<file path="src/rtl/ps2_pkg.sv">
// PS/2 shared definitions: default line timing and host-transmit state encoding.
// Used by the host transmitter and the keyboard receiver.
package ps2_pkg;

    localparam int unsigned PS2_CLK_HZ     = 100_000_000;
    localparam int unsigned PS2_INHIBIT_US = 120;
    localparam int unsigned PS2_TIMEOUT_US = 15_000;
    localparam int unsigned PS2_FILT_LEN   = 8;

    typedef enum logic [2:0] {
        IDLE,
        INHIBIT,
        START,
        BITS,
        ACK,
        RELEASE
    } ps2_tx_state_e;

    function automatic logic odd_parity(input logic [7:0] d);
        return ~^d;
    endfunction

endpackage

</file>
<file path="src/rtl/ps2_sync_filter.sv">
// PS/2 line conditioning: 2-FF synchronizers on clock and data, clock glitch
// filter with a one-cycle falling-edge pulse aligned to the filtered level.
module ps2_sync_filter
    import ps2_pkg::*;
#(
    parameter int unsigned FILT_LEN = PS2_FILT_LEN
) (
    input  logic clk,
    input  logic rst,
    input  logic i_ps2_clk,
    input  logic i_ps2_data,
    output logic o_clk_filt,
    output logic o_data_sync,
    output logic o_clk_fall
);

    localparam int unsigned CW = $clog2(FILT_LEN + 1);

    logic [1:0]    r_clk_sync;
    logic [1:0]    r_data_sync;
    logic          r_clk_filt;
    logic          r_fall;
    logic [CW-1:0] r_cnt;
    logic          w_diff;
    logic          w_flip;

    // Level flips only once the synced clock has disagreed FILT_LEN times in a row
    assign w_diff = r_clk_sync[1] != r_clk_filt;
    assign w_flip = w_diff && (r_cnt == CW'(FILT_LEN - 1));

    always_ff @(posedge clk) begin
        if (rst) begin
            r_clk_sync  <= 2'b11;
            r_data_sync <= 2'b11;
            r_clk_filt  <= 1'b1;
            r_fall      <= 1'b0;
            r_cnt       <= '0;
        end else begin
            r_clk_sync  <= {r_clk_sync[0], i_ps2_clk};
            r_data_sync <= {r_data_sync[0], i_ps2_data};
            r_fall      <= w_flip && r_clk_filt;
            if (w_flip) begin
                r_clk_filt <= ~r_clk_filt;
            end
            if (!w_diff || w_flip) begin
                r_cnt <= '0;
            end else begin
                r_cnt <= r_cnt + 1'b1;
            end
        end
    end

    assign o_clk_filt  = r_clk_filt;
    assign o_data_sync = r_data_sync[1];
    assign o_clk_fall  = r_fall;

endmodule

</file>
<file path="src/rtl/ps2_host_tx.sv">
// PS/2 host-to-device command transmitter: inhibit, request-to-send, shift
// 8 data bits + odd parity on device clock falls, check the device ACK.
module ps2_host_tx
    import ps2_pkg::*;
#(
    parameter int unsigned CLK_HZ      = PS2_CLK_HZ,
    parameter int unsigned INHIBIT_CYC = CLK_HZ / 1_000_000 * PS2_INHIBIT_US,
    parameter int unsigned TIMEOUT_CYC = CLK_HZ / 1_000_000 * PS2_TIMEOUT_US,
    parameter int unsigned FILT_LEN    = PS2_FILT_LEN
) (
    input  logic       clk,
    input  logic       rst,
    input  logic       tx_valid,
    input  logic [7:0] tx_data,
    output logic       tx_ready,
    input  logic       ps2_clk_in,
    input  logic       ps2_data_in,
    output logic       ps2_clk_oe,
    output logic       ps2_data_oe,
    output logic       busy,
    output logic       done,
    output logic       err
);

    localparam int unsigned CW = $clog2(INHIBIT_CYC + TIMEOUT_CYC + 2);

    ps2_tx_state_e r_state;
    ps2_tx_state_e w_state_n;
    logic [7:0]    r_data;
    logic [7:0]    w_data_n;
    logic          r_par;
    logic          w_par_n;
    logic [3:0]    r_bit;
    logic [3:0]    w_bit_n;
    logic [CW-1:0] r_cnt;
    logic [CW-1:0] w_cnt_n;
    logic          r_ack;
    logic          w_ack_n;
    logic          r_clk_oe;
    logic          w_clk_oe_n;
    logic          r_data_oe;
    logic          w_data_oe_n;
    logic          r_done;
    logic          w_done_n;
    logic          r_err;
    logic          w_err_n;
    logic          w_clk_filt;
    logic          w_data_sync;
    logic          w_fall;
    logic          w_waiting;

    ps2_sync_filter #(
        .FILT_LEN (FILT_LEN)
    ) u_sync (
        .clk         (clk),
        .rst         (rst),
        .i_ps2_clk   (ps2_clk_in),
        .i_ps2_data  (ps2_data_in),
        .o_clk_filt  (w_clk_filt),
        .o_data_sync (w_data_sync),
        .o_clk_fall  (w_fall)
    );

    assign w_waiting = (r_state != IDLE) && (r_state != INHIBIT);

    always_comb begin
        w_state_n   = r_state;
        w_data_n    = r_data;
        w_par_n     = r_par;
        w_bit_n     = r_bit;
        w_cnt_n     = r_cnt + 1'b1;
        w_ack_n     = r_ack;
        w_clk_oe_n  = r_clk_oe;
        w_data_oe_n = r_data_oe;
        w_done_n    = 1'b0;
        w_err_n     = 1'b0;
        unique case (r_state)
            IDLE: begin
                w_cnt_n     = '0;
                w_clk_oe_n  = 1'b0;
                w_data_oe_n = 1'b0;
                if (tx_valid) begin
                    w_data_n   = tx_data;
                    w_par_n    = odd_parity(tx_data);
                    w_clk_oe_n = 1'b1;
                    w_state_n  = INHIBIT;
                end
            end
            INHIBIT: begin
                // Start bit goes out for one cycle while clock is still held low
                if (r_cnt == CW'(INHIBIT_CYC - 1)) begin
                    w_data_oe_n = 1'b1;
                end else if (r_cnt == CW'(INHIBIT_CYC)) begin
                    w_clk_oe_n = 1'b0;
                    w_cnt_n    = '0;
                    w_bit_n    = '0;
                    w_state_n  = START;
                end
            end
            START, BITS: begin
                if (w_fall) begin
                    w_cnt_n   = '0;
                    w_bit_n   = r_bit + 1'b1;
                    w_state_n = BITS;
                    if (r_bit < 4'd8) begin
                        w_data_oe_n = ~r_data[r_bit[2:0]];
                    end else if (r_bit == 4'd8) begin
                        w_data_oe_n = ~r_par;
                    end else begin
                        w_data_oe_n = 1'b0;
                        w_state_n   = ACK;
                    end
                end
            end
            ACK: begin
                if (w_fall) begin
                    w_cnt_n   = '0;
                    w_ack_n   = ~w_data_sync;
                    w_state_n = RELEASE;
                end
            end
            RELEASE: begin
                if (w_clk_filt && w_data_sync) begin
                    w_done_n  = r_ack;
                    w_err_n   = ~r_ack;
                    w_state_n = IDLE;
                end
            end
            default: w_state_n = IDLE;
        endcase
        // A silent device aborts the transfer from any clocked phase
        if (w_waiting && !w_fall && r_cnt == CW'(TIMEOUT_CYC - 1)) begin
            w_state_n   = IDLE;
            w_cnt_n     = '0;
            w_clk_oe_n  = 1'b0;
            w_data_oe_n = 1'b0;
            w_done_n    = 1'b0;
            w_err_n     = 1'b1;
        end
    end

    always_ff @(posedge clk) begin
        if (rst) begin
            r_state   <= IDLE;
            r_data    <= '0;
            r_par     <= 1'b1;
            r_bit     <= '0;
            r_cnt     <= '0;
            r_ack     <= 1'b0;
            r_clk_oe  <= 1'b0;
            r_data_oe <= 1'b0;
            r_done    <= 1'b0;
            r_err     <= 1'b0;
        end else begin
            r_state   <= w_state_n;
            r_data    <= w_data_n;
            r_par     <= w_par_n;
            r_bit     <= w_bit_n;
            r_cnt     <= w_cnt_n;
            r_ack     <= w_ack_n;
            r_clk_oe  <= w_clk_oe_n;
            r_data_oe <= w_data_oe_n;
            r_done    <= w_done_n;
            r_err     <= w_err_n;
        end
    end

    assign tx_ready    = (r_state == IDLE);
    assign busy        = (r_state != IDLE);
    assign ps2_clk_oe  = r_clk_oe;
    assign ps2_data_oe = r_data_oe;
    assign done        = r_done;
    assign err         = r_err;

endmodule
</file>
<file path="config.mk">
export PLATFORM = sky130hd
export DESIGN_NAME = ps2_host_tx
export DESIGN_NICKNAME = d
export VERILOG_FILES = /design/src/rtl/ps2_pkg.sv /design/src/rtl/ps2_sync_filter.sv /design/src/rtl/ps2_host_tx.sv
export SDC_FILE = /design/constraint.sdc
export NUM_CORES = 1
export LEC_CHECK = 0
export CORE_MARGIN = 2
export CORE_UTILIZATION = 38
export DETAILED_ROUTE_END_ITERATION = 10
export PLACE_DENSITY = 0.61
export SLEW_MARGIN = 20
export SYNTH_ARGS = -nofsm -noshare
export SYNTH_HDL_FRONTEND = slang
export SYNTH_SLANG_ARGS = --single-unit
</file>
<file path="constraint.sdc">
create_clock -name clk -period 2.1 [get_ports clk]
set_input_delay 0.42 -clock clk [delete_from_list [all_inputs] [get_ports clk]]
set_output_delay 0.42 -clock clk [all_outputs]
set_load 0.05 [all_outputs]
</file>
## Word level (Yosys, flattened, before mapping)

Cells that the tools add are included.

| storage, ports and cells | value |
|---|---|
| output and inout port bits | 6 |
| input bits | 13 |
| bits in registers | 52 |
| word-level logic and storage cells | 103 |

| operators by class | value |
|---|---|
| multiplexer cells | 31 |
| magnitude comparators | 2 |
| reductions and logical operators | 26 |
| bitwise operators | 7 |
| add/sub/neg operators | 3 |
| eq/ne operators | 19 |

Operators by type and width:

| kind | count |
|---|---|
| $mux W21 | 3 |
| $pmux W21 S3 | 1 |
| $eq A21 B14 Y1 const B | 2 |
| $mux W3 | 8 |
| $add A21 B1 Y21 const B | 1 |
| $eq A21 B21 Y1 const B | 1 |
| $pmux W3 S5 | 1 |
| $mux W4 | 3 |
| $mux W1 | 11 |
| $ne A2 B2 Y1 const B | 5 |
| $add A4 B1 Y4 const B | 2 |
| $pmux W4 S2 | 1 |
| $reduce_xnor A8 Y1 | 1 |
| $not A1 Y1 | 7 |
| $eq A3 B2 Y1 const B | 2 |
| $eq A3 B3 Y1 const B | 2 |
| $logic_and A1 B1 Y1 | 6 |
| $reduce_and A3 Y1 | 2 |
| $reduce_and A6 Y1 | 1 |
| $reduce_bool A3 Y1 | 2 |
| $reduce_or A2 Y1 | 3 |
| $eq A4 B3 Y1 const B | 1 |
| $eq A4 B4 Y1 const B | 1 |
| $lt A3 B4 Y1 const B | 1 |
| other kinds (16) | 20 |

## Logic depth before layout (Yosys ltp)

Gate-level depths: netlist of the first run.

| depth | value |
|---|---|
| depth in word-level cells | 6 |
| depth in mapped cells | 7 |
| mapped depth without buffers | 6 |

## Hierarchy

Synthesis of the first run repeated with hierarchy kept, for this count alone.

| unflattened totals | value |
|---|---|
| cell total of the unflattened synthesis | 294 |
| area total of the unflattened synthesis | 2,486.1 sq um |

By module, submodules not included:

| module | area an instance (sq um) | cells an instance | sequential area each (sq um) | instances |
|---|---|---|---|---|
| ps2_host_tx | 2,133.3 | 264 | 840.8 | 1 |
| ps2_sync_filter | 352.8 | 30 | 200.2 | 1 |

## Worst setup path before layout of the first run

OpenSTA, ideal clock, no wires.

| path | value |
|---|---|
| kind | register -> register |
| start point | register r_cnt[0] |
| end point | register r_cnt[20] |
| setup slack | 21 ps |
| period minus slack after synthesis | 2,079 ps |
| required time | 2,014 ps |
| arrival time | 1,992 ps |
| stages on the path, launching flop included | 6 |
| path buffers | 0 |
| setup time | 86 ps |
| path through | dfxtp_1 ha_1 nand3_2 or4_4 or4_1 a221oi_2 |

| between the ends | value |
|---|---|
| cells in the longest elaborated chain, start to end | 4 |
| elaborated cells on any way between the ends | 10 |
| those cells by class | add/sub (1); eq/ne (3); mux (4); reduce/logical (2) |

Ends and longest elaborated chain:

| what | RTL line | RTL |
|---|---|---|
| start, declared | ps2_host_tx.sv:35 | `logic [CW-1:0] r_cnt;` |
| start signal, assigned | ps2_host_tx.sv:159 | `r_cnt <= w_cnt_n;` |
| $add A21 B1 Y21 or $eq A21 B14 Y1 (tied branches) | ps2_host_tx.sv:71, ps2_host_tx.sv:93 |  |
| $mux W21 | ps2_host_tx.sv:93 | `end else if (r_cnt == CW'(INHIBIT_CYC)) begin` |
| $mux W21 | ps2_host_tx.sv:91 | `if (r_cnt == CW'(INHIBIT_CYC - 1)) begin` |
| $pmux W21 S3 | ps2_host_tx.sv:77 | `unique case (r_state)` |

Several ways; a longest one is shown, not always the timed one.
A chain may end at the register's enable or synchronous reset.

## Worst setup path after layout of the first run

Ends and elaborated chain as after synthesis.

==> metrics, run 1 <==
outcome complete, no violations; initial antenna violation count 0; DRC Markers 0; Initial Utilization 0.394; max-cap viol count 0; Main synth FF type dfxtp_1; I/O Pins 19; Sink Count between 50 and 60; RSZ-0062 raised after global routing false; Pins Over Slew Limit 0; Max clock buf depth 2; pin count of the biggest net entering global routing 22; Worst R2R End r_cnt[20]$_SDFF_PP0_; Mapped Area between 0.002 and 0.003 mm2; Post-Syn Nets between 300 and 400; Placed Area between 0.003 and 0.004 mm2; CTS tree built; Crit-path slowest cell or4_4; largest family of logic cells by synthesized area simple AND/OR/NAND/NOR gates; Worst Hold Path EP u_sync.r_data_sync[1]$_SDFF_PP1_; most area-hungry cell type in the Yosys netlist dfxtp_1; Hold/Removal Path Class reg -> reg; die width ~90 um; crit path DAT between 2 and 2.5 ns; asr flop ratio synth 0; Worst Reg2Reg Path Length in Cells 5; Post-synth EDFFs 0; # setup viols final 0; CP Capture Type register; Die ar. 0.00772 mm2; total grt overflow 0; Routed WL just under 6 mm; Slew HR 0.666; core area roughly 0.0068 mm2; layout cells sized above 1 0.149; Peak Freq approximately 0.49 GHz; first-pass GRT wire length around 10 mm; ranking of synthesized cells by area dfxtp_1 39%, xnor2_1 5.2%, a21oi_1 4.3%, a211oi_1 3.9%, nand2_1 3.9%; Seq/Total Area, Yosys 0.389; drt pass-1 iters 4; Critical Path RT 2.34 ns; LEAKAGE roughly 1.0 nW; cell area power density 595 mW/mm2; Final nets ~350; VDD IR max 0.296 mV; design area 0.00314 mm2; IO Port Bufs 18; Post-Place Cells roughly 420; clock root buffer clkbuf_8; Syn Inst Count approximately 310; Compound-Gate Fraction of Synth Area 0.192; cell with the most instances after synthesis dfxtp_1; fin crit share 0.972; CP cell instances ha_1 -> nand3_2 -> or4_4 -> or4_1 -> a221oi_2; critical path startpoint r_cnt[0]$_SDFF_PP0_; Worst path max stage delay between 0.5 and 0.6 ns; syn_area_per_cell 8.71 um2; kind of critical path reg -> reg; cts-stage hold buffer count 0; initial drt markers 70; clk slew on worst S/H paths around 0.10 ns; top cell type's share of synthesized area 0.389; fin crit period around 2.0 ns; Final Total Pwr between 0.0015 and 0.002 W; Clock Skew about 0.011 ns; Tightest Pin Transition ~0.50 ns; DR WL/cell ~14 um; hold path startpoint u_sync.r_data_sync[0]$_SDFF_PP1_; Fin. Hold Viols 0; Yosys reg bits 52; total CTS buffers 5; Total GRT Usage 0.168; CP Max Fanout 6; Die H 87.9 um; Netlist cell types between 40 and 50; via count between 2,000 and 2,500; n_diodes 0; simple-gate share of the synthesized area 0.248; mux contribution to synthesized area 0.0159; RD Place Congestion approximately 0.85; r2r startpoint r_cnt[0]$_SDFF_PP0_; post-synthesis adder-cell area fraction 0.0234; synth cell count leaders 52 x dfxtp_1, 28 x nand2_1, 23 x a21oi_1, 16 x inv_1, 16 x xnor2_1; worst reg-to-reg setup slack between 0.05 and 0.06 ns; vias in the first global route between 2,000 and 2,500; post-synthesis xor/xnor area fraction 0.0688; Largest delay share family, worst path simple AND/OR/NAND/NOR gates; Buffers & Inverters on Critical Path 0; Std-Cell Rows 30; H-tree depth 2; Yosys warnings 0; clk_lat worst skew approximately 0.32 ns; vias per cell 5.32; final HPWL from detailed placement approximately 4.3 mm; crit start category register; WHS Path Cells 1; Final Non-Filler Cells ~430; post-route ant nets 0; setup_tns 0 ns; Area Growth Syn to Fin 17.5%
sequential cells by signal, summed over array words and instances (netlist names), 2 cells and up:
name                flops
r_bit                   4
r_state                 3
u_sync.r_clk_sync       2
u_sync.r_data_sync      2
r_cnt                  21
u_sync.r_cnt            4
r_data                  8
layout make-up:
class | instances | area, um2
inverter | 16 | 60.1
tap | 96 | 120
timing repair buffer | 38 | 350
clock inverter | 3 | 25.0
sequential | 52 | 1040
multi-input combinational | 221 | 1480
clock buffer | 5 | 68.8
fill | 667 | 3650
what timing repair did:
item	4_1_cts	5_1_grt
endpoints found under the setup margin	0	12
setup buffers	0	0
gates resized for setup	0	3
cell usage in the layout, fill, tap and decap left out, types with 3 or more instances in the layout:
| cell type | netlist | final |
|---|---|---|
| and3_1 | 4 | 4 |
| or3_1 | 7 | 7 |
| nor4_1 | 6 | 6 |
| a211oi_1 | 14 | 14 |
| nand4_1 | 9 | 9 |
| or4_1 | 4 | 3 |
| o31ai_1 | 5 | 5 |
| nand3_1 | 11 | 11 |
| a221oi_1 | 7 | 6 |
| nor3_1 | 5 | 5 |
| nor4b_1 | 4 | 4 |
| xor2_1 | 5 | 5 |
| a21oi_1 | 23 | 23 |
| ha_1 | 5 | 5 |
| a31oi_1 | 3 | 3 |
| clkbuf_8 | 1 | 5 |
| buf_4 | 0 | 20 |
| o21ai_0 | 10 | 10 |
| nor2_1 | 10 | 10 |
| or2_2 | 6 | 6 |
| nand2b_1 | 6 | 6 |
| nor3b_1 | 3 | 3 |
| clkdlybuf4s50_1 | 0 | 16 |
| xnor2_1 | 16 | 16 |
| dfxtp_1 | 52 | 51 |
| inv_1 | 16 | 16 |
| nand2_1 | 28 | 28 |
where the power goes:
group	internal, W	switching (W)	leakage, nW
Combinational	0.000104	0.000128	0.575
Sequential	0.00101	0.0000148	0.423
Clock	0.000244	0.000368	0.0452
cells by family after synthesis:
logic type,Yosys count
AO/OA/AOI/OAI,76
XOR/XNOR,21
adder cells (fa/ha/maj),5
buffers and inverters,34
flip-flops,52
multiplexers,3
AND/OR/NAND/NOR,116
per-layer routing:
layer | up-vias | track usage | routed length, um
met1 | 1065 | 0.228 | 2860
met5 | - | 0 | 0
li1 | 1177 | - | -
met2 | 43 | 0.270 | 2760
met4 | 0 | 0.0573 | 101
met3 | 9 | 0.0311 | 193
metrics by stage:
stage,hold WS [ns],util,setup slack (ns)
finish,0.417,0.462,0.0597
global route,0.433,0.462,0.00539
CTS,0.420,0.461,0.0103
detailed placement,0.394,0.447,0.0225
global placement,0.393,0.447,0.0967
floorplan,0.389,-,0.0214
worst max path at each step:
stage / to / slack, ns / cells past startpoint
2_1_floorplan: r_cnt[20]$_SDFF_PP0_ / 0.02 / 5
3_3_place_gp: r_cnt[20]$_SDFF_PP0_ / 0.1 / 5
3_5_place_dp: r_cnt[20]$_SDFF_PP0_ / 0.02 / 5
4_1_cts: r_cnt[20]$_SDFF_PP0_ / 0.01 / 5
5_1_grt: r_cnt[17]$_SDFF_PP0_ / 0.005 / 7
6_report: r_cnt[20]$_SDFF_PP0_ / 0.06 / 5
(Power assumes the default switching activity.)
==> run 2: changes to the inputs <==
--- a/config.mk
+++ b/config.mk
@@ -8,8 +8,9 @@
 export CORE_MARGIN = 2
 export CORE_UTILIZATION = 38
 export DETAILED_ROUTE_END_ITERATION = 10
+export GPL_TIMING_DRIVEN = 0
 export PLACE_DENSITY = 0.61
-export SLEW_MARGIN = 20
+export SLEW_MARGIN = 10
 export SYNTH_ARGS = -nofsm -noshare
 export SYNTH_HDL_FRONTEND = slang
 export SYNTH_SLANG_ARGS = --single-unit
==> metrics, run 2 (synthesized netlist as in run 1, its figures left out) <==
outcome complete, no violations; WHS Path Cells 1 (unchanged); cell area power density 620 mW/mm2 (+4.3%); biggest regs r_cnt: 21 flops, r_data: 8 flops; core area 0.00679 mm2 (unchanged); initial drt markers 91 (+30%); CP cell instances ha_4 -> nand3_4 -> or4_4 -> or4_4 -> a221oi_2; Worst path max stage delay 0.53 ns (-0.04 ns); CP Max Fanout 6 (unchanged); fin crit period 1.99 ns (-0.0503 ns); crit start category register; Initial Utilization 0.394 (unchanged); crit path DAT 2.21 ns (-0.07 ns); clock root buffer clkbuf_8; LEAKAGE 1.03 nW (-1.7%); clk_lat worst skew 0.31 ns (about the same); total grt overflow 0 (unchanged); worst slack at placement -0.314 ns (-0.337 ns); Critical Path Stages 5 (unchanged); Total GRT Usage 0.173 (+0.00433); footprint of the multi-input gates 0.00151 mm2 (+2.6%); Std-Cell Rows 30 (unchanged); Worst Reg2Reg Path Length in Cells 5 (unchanged); Fillers 666 (-0.15%); vias per cell 5.47 (+2.8%); I/O Pins 19 (unchanged); n_diodes 0 (unchanged); commonest non-fill, non-tap cell in the layout dfxtp_1; Largest Register r_cnt; Area Growth Syn to Fin 17.3%; Routed WL 6.23 mm (+5.3%); Final nets 348 (-1.1%); Critical Path RT 2.32 ns (-0.02 ns); VDD IR max 0.272 mV (-8.3%); pin count of the biggest net entering global routing 17 (-23%); Buffers & Inverters on Critical Path 0 (unchanged); RSZ-0062 raised after global routing false; Pins Over Slew Limit 0 (unchanged); kind of critical path reg -> reg; DR WL/cell 14.6 um (+6.3%); layout cells sized above 1 0.148 (-0.00122); Fin. Hold Viols 0 (unchanged); # setup viols final 0 (unchanged); Tightest Pin Transition 0.645 ns (+0.145 ns); first-pass GRT wire length 10.6 mm (+2.6%); via count 2,337 (+1.9%); drt pass-1 iters 4 (unchanged); Max clock buf depth 2 (unchanged); CTS tree built; DRC Markers 0 (unchanged); fin crit share 0.948 (-0.0239); total CTS buffers 5 (unchanged); most frequent cells in the layout 46 x dfxtp_1, 28 x nand2_1, 23 x a21oi_1; Post-Place Cells 420 (-0.71%); number of flip-flops under the largest register name 21 (unchanged); Clock Skew 0.00799 ns (-0.00269 ns); Die ar. 0.00772 mm2 (unchanged); Final WS setup 0.110 ns (+0.0503 ns); Crit-path slowest cell or4_4; Final Non-Filler Cells 427 (-0.93%); cts-stage hold buffer count 0 (unchanged); max-cap viol count 0 (unchanged); die width 87.9 um (unchanged); post-route ant nets 0 (unchanged); final HPWL from detailed placement 4.43 mm (+3.1%); IO Port Bufs 17 (-1); Hold/Removal Path Class reg -> reg; vias in the first global route 2,223 (-0.090%); RD Place Congestion 0.899 (+6.2%); most used cell, CP or4_4; Fin Hold WS 0.417 ns (+0.000385 ns); H-tree depth 2 (unchanged); sequential cell area 0.00105 mm2 (+0.84%); Die H 87.9 um (unchanged); Peak Freq 0.502 GHz (+2.5%); Sink Count 52 (unchanged); Slew HR 0.566 (-0.0998); clk slew on worst S/H paths 0.10 ns (about the same); Final Total Pwr 0.00194 W (+4.1%); initial antenna violation count 0 (unchanged); Largest delay share family, worst path simple AND/OR/NAND/NOR gates; CP Capture Type register
[run 2: cell count changes in the layout (fill, tap and decap cells not counted), sizes merged]
cell           delta
clkinv            +1
inv               -2
clkbuf           +11
clkdlybuf4s50     -1
buf              -14
bufinv            +1
[run 2: power breakdown]
part,switching (W),total (W),leakage [nW],internal [W]
clock,0.000343,0.000697,0.0541,0.000353
sequential,0.0000174,0.00103,0.425,0.00101
combinational,0.000128,0.000221,0.546,0.0000930
[run 2: timing repair]
action,in CTS,in global routing
pin swaps,2,1
setup buffers,0,0
resized for setup,23,16
hold endpoints to repair,0,0
setup endpoints to repair,22,22
[run 2: per-layer routing]
layer  up-vias  wire, um  GRT usage
met5         -         0          0
met4         0        38     0.0448
met3         4       180     0.0311
met2        37      3050      0.295
met1      1123      2960      0.225
li1       1173         -          -
[run 2: worst paths after layout]
check                                                      from                              end  slack (ns)
worst max-delay path                        r_cnt[1]$_SDFF_PP0_             r_cnt[20]$_SDFF_PP0_        0.11
worst min-delay path            u_sync.r_clk_sync[0]$_SDFF_PP1_  u_sync.r_clk_sync[1]$_SDFF_PP1_        0.42
worst max register to register              r_cnt[1]$_SDFF_PP0_             r_cnt[20]$_SDFF_PP0_        0.11
worst min register to register  u_sync.r_clk_sync[0]$_SDFF_PP1_  u_sync.r_clk_sync[1]$_SDFF_PP1_        0.42
[run 2: cell type report]
type	instances	share of cell area
buffer	17	0.0363
clock buffer	5	0.0219
clock inverter	3	0.0136
inverter	16	0.0191
multi-input combinational	221	0.483
sequential	52	0.335
tap	96	0.0383
timing repair buffer	17	0.0531
[run 2: stage by stage]
stage           util  setup TNS (ns)  cell area (um2)
3_5_place_dp   0.436           -3.59             2960
6_report       0.462               0             3140
3_3_place_gp   0.436           -3.10             2960
2_1_floorplan      -               0             2670
4_1_cts        0.458               0             3110
5_1_grt        0.462               0             3140
[run 2: worst register-to-register path: stages (launching register included)]
cell and delay (ns):
dfxtp_2 0.37, ha_4 0.17, nand3_4 0.12, or4_4 0.48, or4_4 0.53, a221oi_2 0.24
